===== src/rtl/qdrc_rd_arb.sv =====
`default_nettype none
// ============================================================================
// Module   : qdrc_rd_arb
// Brief    : Round-robin arbiter sharing the QDR controller read channel among
//            NUM_PORTS requesters. An in-order tag FIFO steers returned read
//            words back to their requester. Optional macro QDRC_RD_ARB_ERR_EN
//            adds a sticky rd_err output.
// Revision : 1.0 - initial release
// ============================================================================
module qdrc_rd_arb #(
    parameter int NUM_PORTS  = 4,
    parameter int DATA_WIDTH = 36,
    parameter int ADDR_WIDTH = 21,
    parameter int TAG_DEPTH  = 16
) (
    input  logic                            clk,
    input  logic                            reset_n,
    input  logic                            phy_rdy,
    input  logic [NUM_PORTS-1:0]            req_strb,
    input  logic [NUM_PORTS*ADDR_WIDTH-1:0] req_addr,
    output logic [NUM_PORTS-1:0]            req_ack,
    output logic [2*DATA_WIDTH-1:0]         rsp_data,
    output logic [NUM_PORTS-1:0]            rsp_dvld,
    output logic                            qdr_rd_strb,
    output logic [ADDR_WIDTH-1:0]           qdr_rd_addr,
    input  logic [2*DATA_WIDTH-1:0]         qdr_rd_data,
    input  logic                            qdr_rd_dvld,
    output logic [$clog2(TAG_DEPTH):0]      outstanding
`ifdef QDRC_RD_ARB_ERR_EN
    ,
    output logic                            rd_err
`endif
);

    localparam int c_tag_w = $clog2(NUM_PORTS);
    localparam int c_ptr_w = $clog2(TAG_DEPTH);
    localparam int c_cnt_w = c_ptr_w + 1;

    logic [c_tag_w-1:0]      r_rr;
    logic [c_ptr_w-1:0]      r_wr_ptr;
    logic [c_ptr_w-1:0]      r_rd_ptr;
    logic [c_cnt_w-1:0]      r_count;
    logic [c_tag_w-1:0]      r_tag_mem [TAG_DEPTH];
    logic                    r_rd_strb;
    logic [ADDR_WIDTH-1:0]   r_rd_addr;
    logic [NUM_PORTS-1:0]    r_rsp_dvld;
    logic [2*DATA_WIDTH-1:0] r_rsp_data;

    logic [ADDR_WIDTH-1:0]   w_addr [NUM_PORTS];
    logic [c_tag_w:0]        w_sum;
    logic [c_tag_w-1:0]      w_idx;
    logic [c_tag_w-1:0]      w_win;
    logic                    w_found;
    logic                    w_grant;
    logic                    w_pop;
    logic [c_tag_w-1:0]      w_head_tag;
    logic [NUM_PORTS-1:0]    w_head_onehot;

    for (genvar g = 0; g < NUM_PORTS; g++) begin : g_addr
        assign w_addr[g] = req_addr[g*ADDR_WIDTH +: ADDR_WIDTH];
    end

    // Search from the rr pointer upward, wrapping modulo NUM_PORTS.
    always_comb begin
        w_found = 1'b0;
        w_win   = '0;
        w_sum   = '0;
        w_idx   = '0;
        for (int k = 0; k < NUM_PORTS; k++) begin
            w_sum = {1'b0, r_rr} + (c_tag_w+1)'(k);
            if (w_sum >= (c_tag_w+1)'(NUM_PORTS)) begin
                w_sum = w_sum - (c_tag_w+1)'(NUM_PORTS);
            end
            w_idx = w_sum[c_tag_w-1:0];
            if (!w_found && req_strb[w_idx]) begin
                w_found = 1'b1;
                w_win   = w_idx;
            end
        end
    end

    // Registered occupancy only: a same-cycle pop does not open a slot.
    assign w_grant = reset_n & phy_rdy & w_found & (r_count < c_cnt_w'(TAG_DEPTH));
    assign w_pop   = qdr_rd_dvld & (r_count != '0);

    always_comb begin
        req_ack = '0;
        if (w_grant) begin
            req_ack[w_win] = 1'b1;
        end
    end

    assign w_head_tag = r_tag_mem[r_rd_ptr];

    always_comb begin
        w_head_onehot = '0;
        w_head_onehot[w_head_tag] = 1'b1;
    end

    always_ff @(posedge clk) begin
        if (w_grant) begin
            r_tag_mem[r_wr_ptr] <= w_win;
        end
    end

    always_ff @(posedge clk) begin
        if (!reset_n) begin
            r_rr       <= '0;
            r_wr_ptr   <= '0;
            r_rd_ptr   <= '0;
            r_count    <= '0;
            r_rd_strb  <= 1'b0;
            r_rd_addr  <= '0;
            r_rsp_dvld <= '0;
            r_rsp_data <= '0;
        end else begin
            r_rd_strb <= w_grant;
            if (w_grant) begin
                r_rd_addr <= w_addr[w_win];
                r_rr      <= (w_win == c_tag_w'(NUM_PORTS-1)) ? '0 : w_win + 1'b1;
                r_wr_ptr  <= r_wr_ptr + 1'b1;
            end
            r_rsp_dvld <= w_pop ? w_head_onehot : '0;
            if (w_pop) begin
                r_rsp_data <= qdr_rd_data;
                r_rd_ptr   <= r_rd_ptr + 1'b1;
            end
            case ({w_grant, w_pop})
                2'b10:   r_count <= r_count + 1'b1;
                2'b01:   r_count <= r_count - 1'b1;
                default: r_count <= r_count;
            endcase
        end
    end

    assign qdr_rd_strb = r_rd_strb;
    assign qdr_rd_addr = r_rd_addr;
    assign rsp_dvld    = r_rsp_dvld;
    assign rsp_data    = r_rsp_data;
    assign outstanding = r_count;

`ifdef QDRC_RD_ARB_ERR_EN
    logic r_err;

    // An empty registered FIFO also covers a return racing a push into it.
    always_ff @(posedge clk) begin
        if (!reset_n) begin
            r_err <= 1'b0;
        end else if (qdr_rd_dvld && (r_count == '0)) begin
            r_err <= 1'b1;
        end
    end

    assign rd_err = r_err;
`endif

endmodule
`default_nettype wire


===== config.mk =====
export PLATFORM = sky130hd
export DESIGN_NAME = qdrc_rd_arb
export DESIGN_NICKNAME = d
export VERILOG_FILES = /design/src/rtl/qdrc_rd_arb.sv
export SDC_FILE = /design/constraint.sdc
export NUM_CORES = 1
export LEC_CHECK = 0
export ABC_CLOCK_PERIOD_IN_PS = 4200
export CAP_MARGIN = 10
export CORE_UTILIZATION = 43
export CTS_CLUSTER_SIZE = 30
export DETAILED_ROUTE_END_ITERATION = 8
export GPL_TIMING_DRIVEN = 0
export PLACE_DENSITY = 0.8
export SLEW_MARGIN = 20
export SYNTH_ARGS = -nofsm -noshare
export SYNTH_HDL_FRONTEND = slang
export SYNTH_SLANG_ARGS = --single-unit

===== constraint.sdc =====
create_clock -name clk -period 4.2 [get_ports clk]
set_clock_uncertainty 0.1 [all_clocks]
set_input_delay 0.84 -clock clk [delete_from_list [all_inputs] [get_ports clk]]
set_output_delay 0.84 -clock clk [all_outputs]
set_load 0.01 [all_outputs]

Yosys cells after proc, flatten, opt, wreduce, memory -nomap -nowiden
Memories as Yosys holds them, arrays and structs flattened. A register that Yosys moved wholly into a read port is not among the register bits.
Cells that the tools add are included.

word-level totals
  memories kept = 1
  register bits after elaboration = 113
  logic and storage cells = 88
  ROM bits = 0
  latch bits = 0
  bits in writable memories = 32

memories
  memory     words  width  rd ports  clocked after Yosys merged registers in  wr ports  RTL line  RTL
  r_tag_mem  16     2      1         1                                        1         43        logic [c_tag_w-1:0] r_tag_mem [TAG_DEPTH];

cells by class
  shifts and indexed selects = 0
  reductions and logical operators = 11
  $mul = 0
  equality and inequality tests = 3
  divide/modulo/power cells = 0
  multiplexer cells = 34
  bitwise gates (word level) = 5
  $lt $le $gt $ge = 14
  add/subtract/negate cells = 12

operator list
  cell                                                                    count
  21-bit binary-select mux with 2-bit select                              1
  21-bit two-way mux                                                      2
  2-bit by 3-bit < comparator with 1-bit output (second input constant)   6
  2-bit two-way mux                                                       9
  3-bit >= comparator (second input constant)                             4
  1-bit two-way mux                                                       12
  4-bit two-way mux                                                       3
  5-bit one-hot mux with 2 select lines                                   1
  4-bit by 1-bit adder with 4-bit output (second input constant)          2
  1-bit binary-select mux with 2-bit select                               4
  2-bit by 1-bit subtractor with 2-bit output (second input constant)     4
  2-bit by 2-bit adder with 3-bit output (second input constant)          2
  5-bit by 1-bit adder with 5-bit output (second input constant)          1
  1-bit logical AND                                                       5
  5-bit < comparator (second input constant)                              1
  5-bit nonzero test                                                      1
  5-bit by 1-bit subtractor with 5-bit output (second input constant)     1
  1-bit AND                                                               4
  1-bit demux with 2-bit select                                           2
  2-bit equality test (second input constant)                             2
  2-bit by 1-bit >= comparator with 1-bit output (second input constant)  2
  2-bit by 1-bit adder with 3-bit output (second input constant)          1
  2-bit by 3-bit >= comparator with 1-bit output (second input constant)  1
  1-bit zero test                                                         3
  5 further kinds                                                         5

Longest topological paths before layout
Gate-level depths: netlist of run 1.

  depth in word-level cells = 19
  gate-level depth with buffers = 13

Least setup slack after synthesis of run 1
No wires, ideal clock.

  kind = input-to-reg
  start = input port req_strb[1]
  end = register r_count[4], in the netlist outstanding[4]
  buffers on the path = 2
  cell stages on the path = 13
  setup slack = 968 ps
  arrival time = 3060 ps
  library setup time = 72 ps
  path through = nor4_1 -> nor3_2 -> clkbuf_1 -> inv_1 -> ha_1 -> clkbuf_1 -> xor2_1 -> ha_1 -> a21o_1 -> nand2_1 -> a21o_1 -> a31oi_1 -> mux2i_1

on the way
  word-level cells in the longest chain between the ends = 16
  elaborated cells between the ends (all ways) = 24
  classes of those cells = eq/ne: 2; mux: 13; bitwise: 2; reduce/logical: 7

ends and longest elaborated chain
  what                                                                                   RTL line  RTL
  start: declaration                                                                     19        input logic [NUM_PORTS-1:0] req_strb,
  1-bit binary-select mux with 2-bit select                                              75        if (!w_found && req_strb[w_idx]) begin
  1-bit two-way mux (not written as such)                                                75
  1-bit two-way mux                                                                      75
  1-bit zero test                                                                        75
  1-bit logical AND                                                                      75
  1-bit two-way mux                                                                      75
  1-bit zero test                                                                        75
  1-bit logical AND                                                                      75
  1-bit two-way mux                                                                      75
  1-bit zero test                                                                        75
  1-bit logical AND                                                                      75
  1-bit two-way mux (*)                                                                  75
  1-bit AND (*) (2 in series)                                                            83        assign w_grant = reset_n & phy_rdy & w_found & (r_count < c_cnt_w'(TAG_DEPTH));
  2-bit by 1-bit equality test with 1-bit output or 2-bit equality test (tied branches)  128       case ({w_grant, w_pop})
  5-bit one-hot mux with 2 select lines or 2-bit nonzero test (tied branches)            -
  end signal: assignment                                                                 129       2'b10: r_count <= r_count + 1'b1;
  end signal: assignment                                                                 130       2'b01: r_count <= r_count - 1'b1;
  end signal: assignment                                                                 131       default: r_count <= r_count;
  end: declaration                                                                       42        logic [c_cnt_w-1:0] r_count;

Every way passes the cells marked *; elsewhere a longest branch is shown, timed or not. The select of a mux whose other input is x is not followed.
A chain may end at the register's enable or synchronous reset.

Final worst setup path of run 1
  start = input port req_strb[3]
  end = output port req_ack[3]

on the way
  word-level cells in the longest chain between the ends = 17
  elaborated cells between the ends (all ways) = 30
  classes of those cells = order compare: 2; mux: 19; bitwise: 2; reduce/logical: 7

ends and longest elaborated chain
  what                                                                                                                                   RTL line  RTL
  1-bit binary-select mux with 2-bit select                                                                                              75
  1-bit two-way mux (not written as such)                                                                                                75
  1-bit two-way mux                                                                                                                      75
  1-bit zero test                                                                                                                        75
  1-bit logical AND                                                                                                                      75
  1-bit two-way mux                                                                                                                      75
  1-bit zero test                                                                                                                        75
  1-bit logical AND                                                                                                                      75
  (+2 left out)                                                                                                                          -
  1-bit logical AND                                                                                                                      75
  2-bit two-way mux (*)                                                                                                                  75
  net w_win[0]                                                                                                                           52        logic [c_tag_w-1:0] w_win;
  2-bit by 3-bit < comparator with 1-bit output (not written as such) or 2-bit by 1-bit >= comparator with 1-bit output (tied branches)  89        req_ack[w_win] = 1'b1;
  1-bit logical AND (not written as such)                                                                                                89
  1-bit two-way mux (not written as such)                                                                                                89
  1-bit demux with 2-bit select (*)                                                                                                      89
  4-bit two-way mux (*)                                                                                                                  88        if (w_grant) begin
  end: declaration                                                                                                                       21        output logic [NUM_PORTS-1:0] req_ack,

The timed path passes the listed nets; every way through them passes the cells marked *. The select of a mux whose other input is x is not followed.

==> results_dict.tcl, run 1 <==
set metrics [dict create \
    die_w_um 124 \
    fin_area_um2 9900 \
    yosysTopAreaCell "dfxtp_1" \
    grt_pass1_wl_mm 28.0 \
    required_ns 3.26 \
    ir_drop_mv 0.342 \
    drt-pass1-iter-count 6 \
    wl_per_cell_um 15.6 \
    synth_edf_count 32 \
    placed_area_um2 9290 \
    h-tree-depth 4 \
    antenna_found_initial 1 \
    drv_cap 0 \
    drc_errors 0 \
    outcome "finished clean" \
    critPathMaxStageDelay_ns 0.53 \
    root_buffer "clkbuf_16" \
    yosysUniqueCellTypes 44 \
    avgViaCountPerCell 5.01 \
    max_freq_mhz 243 \
    synth_flop_cell "dfxtp_1" \
    syn_avg_cell_area_um2 9.22 \
    clk_pin_slew_ns 0.06 \
    rsz0062_at_grt "false" \
    finalHoldViolations 0 \
    r2r_cells 13 \
    cts_buffer_depth 2 \
    postLayoutCoreUtil 0.684 \
    setup-tns-final_ns 0 \
    p_leak_nw 3.70 \
    hold_start "rsp_data[63]$_SDFFE_PN0N_" \
    worstHoldPathCells 2 \
    syn2layout_area_growth_pct 55.9 \
    synth_common_cells "nand2_1, dfxtp_1, a21oi_1, edfxtp_1, nor2_1" \
    crit_top_cell "clkdlybuf4s50_1" \
    p_comb_frac 0.407 \
    cts_sinks 149 \
    cts_tree "done" \
    synthesis.area_um2 6350 \
    hp-class "reg2reg" \
    grt_pass1_vias 5692 \
    p_clk_frac 0.247 \
    totalWireLength_mm 18.5 \
    clk_latency_ns 0.42 \
    crit_path_end_kind "output pin" \
    synthTopCellsByArea "dfxtp_1, edfxtp_1, nand2_1" \
    yosysWarnings 0 \
    vias 5919 \
    die_h_um 124 \
    worstSetupPathType "in2out" \
    antenna_left 0 \
    core_um2 14500 \
    power.internal_mw 3.78 \
    startpoint "req_strb[3]" \
    r2r-start "outstanding[1]$_SDFFE_PN0P_" \
    p_seq_frac 0.346 \
    synth-seq-cells 149 \
    setup_viol 0 \
    grt_overflow 0 \
    min_to "rsp_data[63]$_SDFFE_PN0N_" \
    post-route-period-util 0.981 \
    power_density_nw_per_um2 582 \
    switching_power_mw 1.99 \
    fin_crit_ns 4.12 \
    cts_made_buffers 17 \
    track_usage 0.243 \
    fin_nets 1160 \
    ctsHoldBuffers 0 \
    worstReg2RegEnd "outstanding[4]$_SDFFE_PN0P_" \
    synth_most_common_cell "nand2_1" \
    ys_async_sr_fraction 0 \
    netlist.area_leader.share 0.369 \
    fp.dieArea_um2 15300 \
    total_power_mw 5.76 \
    synth_seq_area_share 0.520 \
    max_slew_margin 0.587 \
    port-buffer-count 270 \
    swShare 0.345 \
    syn-num-nets 865 \
    path_cells "clkdlybuf4s50_1, and2b_1, o21a_1, or3_4, clkinvlp_4, ha_1, and2_1, clkdlybuf4s50_1" \
    dp.cells 1143 \
    slowest_stage "clkdlybuf4s50_1" \
    worstMarginPinSlew_ns 0.617 \
    layout_setup_ws_ns 0.0791 \
    grt_max_degree 17 \
    hold_ws_ns 0.353 \
    rows 44 \
    instances_no_fill 1182 \
    drt_iter0_drc 229 \
    start_util 0.439 \
    cp_max_fo 5 \
    drive_gt1_frac 0.0742 \
    syn_inst 689 \
    maxSlewViolCount 0 \
    start_kind "primary input" \
    dp_hpwl_mm 13.9 \
    place_ws_ns -0.452 \
    routabilityCongestion 0.800 \
    io_pins 271 \
    crit_arrival_ns 3.18 \
    rrSetupSlack_ns 0.92 \
]
==> worst max path at each step <==
stage	depth (start not counted)	slack [ns]	endpoint
floorplan	13	0.97	outstanding[4]$_SDFFE_PN0P_
global placement	9	-0.39	req_ack[3]
detailed placement	9	-0.45	req_ack[3]
CTS	9	0.005	req_ack[3]
global route	8	0.03	req_ack[3]
finish	8	0.08	req_ack[3]
==> critical path: cells and delay by family <==
kind,cells,cell delay (ns)
buf+inv,3,1.17
compound gates,1,0.18
fa+ha+maj,1,0.23
simple gates,3,0.76
==> state kept, by name, summed over array words and instances, names as in the netlist, named ones only <==
register     flops
qdr_rd_addr     21
r_rd_ptr         4
rsp_dvld         4
r_tag_mem       32
outstanding      5
rsp_data        72
qdr_rd_strb      1
r_rr             2
r_wr_ptr         4
==> metal layers <==
layer | global-route usage | vias up | share of wire
met5 | 0 | - | 0
met4 | 0.0881 | 0 | 0.017
met3 | 0.0890 | 25 | 0.084
met2 | 0.439 | 210 | 0.52
met1 | 0.258 | 2724 | 0.38
li1 | - | 2960 | -
==> repair_timing <==
item,in CTS,in global routing
setup endpoints to repair,3,1
buffers inserted,5,1
pin swaps,0,1
gates resized for setup,5,1
==> layout make-up <==
class                      instances  area [µm²]
antenna                            1        2.50
buffer                            47         241
clock buffer                      19         443
clock inverter                    13         105
fill                            1186        4570
inverter                           9        41.3
multi-input combinational        484        2790
sequential                       149        3300
tap                              184         230
timing repair buffer             276        2750
==> cell usage in the layout (no fill, tap or decap), drive strengths merged, types with 6 or more instances in the layout <==
master         synthesis  layout
mux2i                 24      24
nor3                   6       6
nand2b                 7       7
a21boi                21      21
edfxtp                32      32
and3                  21      21
nor2                  31      31
clkbuf                27      46
nand3                  7       7
buf                   20      26
mux4                   8       8
nand2                182     182
o211ai                21      21
ha                    12      12
inv                    9      10
clkdlybuf4s50          0     270
dfxtp                117     117
clkinv                 0       7
o21ai                 25      25
xor2                   7       7
a21oi                 78      78
==> power groups by stage <==
stage	combinational, mW	sequential, mW	clock, mW
6_report	2.34	1.99	1.43
3_5_place_dp	2.31	2.02	0
2_1_floorplan	1.12	2.13	0
4_1_cts	2.36	2.00	1.44
3_3_place_gp	2.28	2.01	0
5_1_grt	2.57	2.03	1.50
==> cell families after synthesis <==
kind of cell / synth area share
DFF: 0.520
buffers and inverters: 0.0421
AOI/OAI and AO/OA: 0.148
muxes: 0.0662
and+or+nand+nor: 0.187
xor gates and xnor gates: 0.0138
adders and majority gates: 0.0236
Power figures use the tool's default switching activity.
==> run 2, diff against run 1 <==
- CTS_CLUSTER_DIAMETER: unset -> 150
==> results of run 2 <==
Final layout, timing and power as in run 1 (identical DEF).
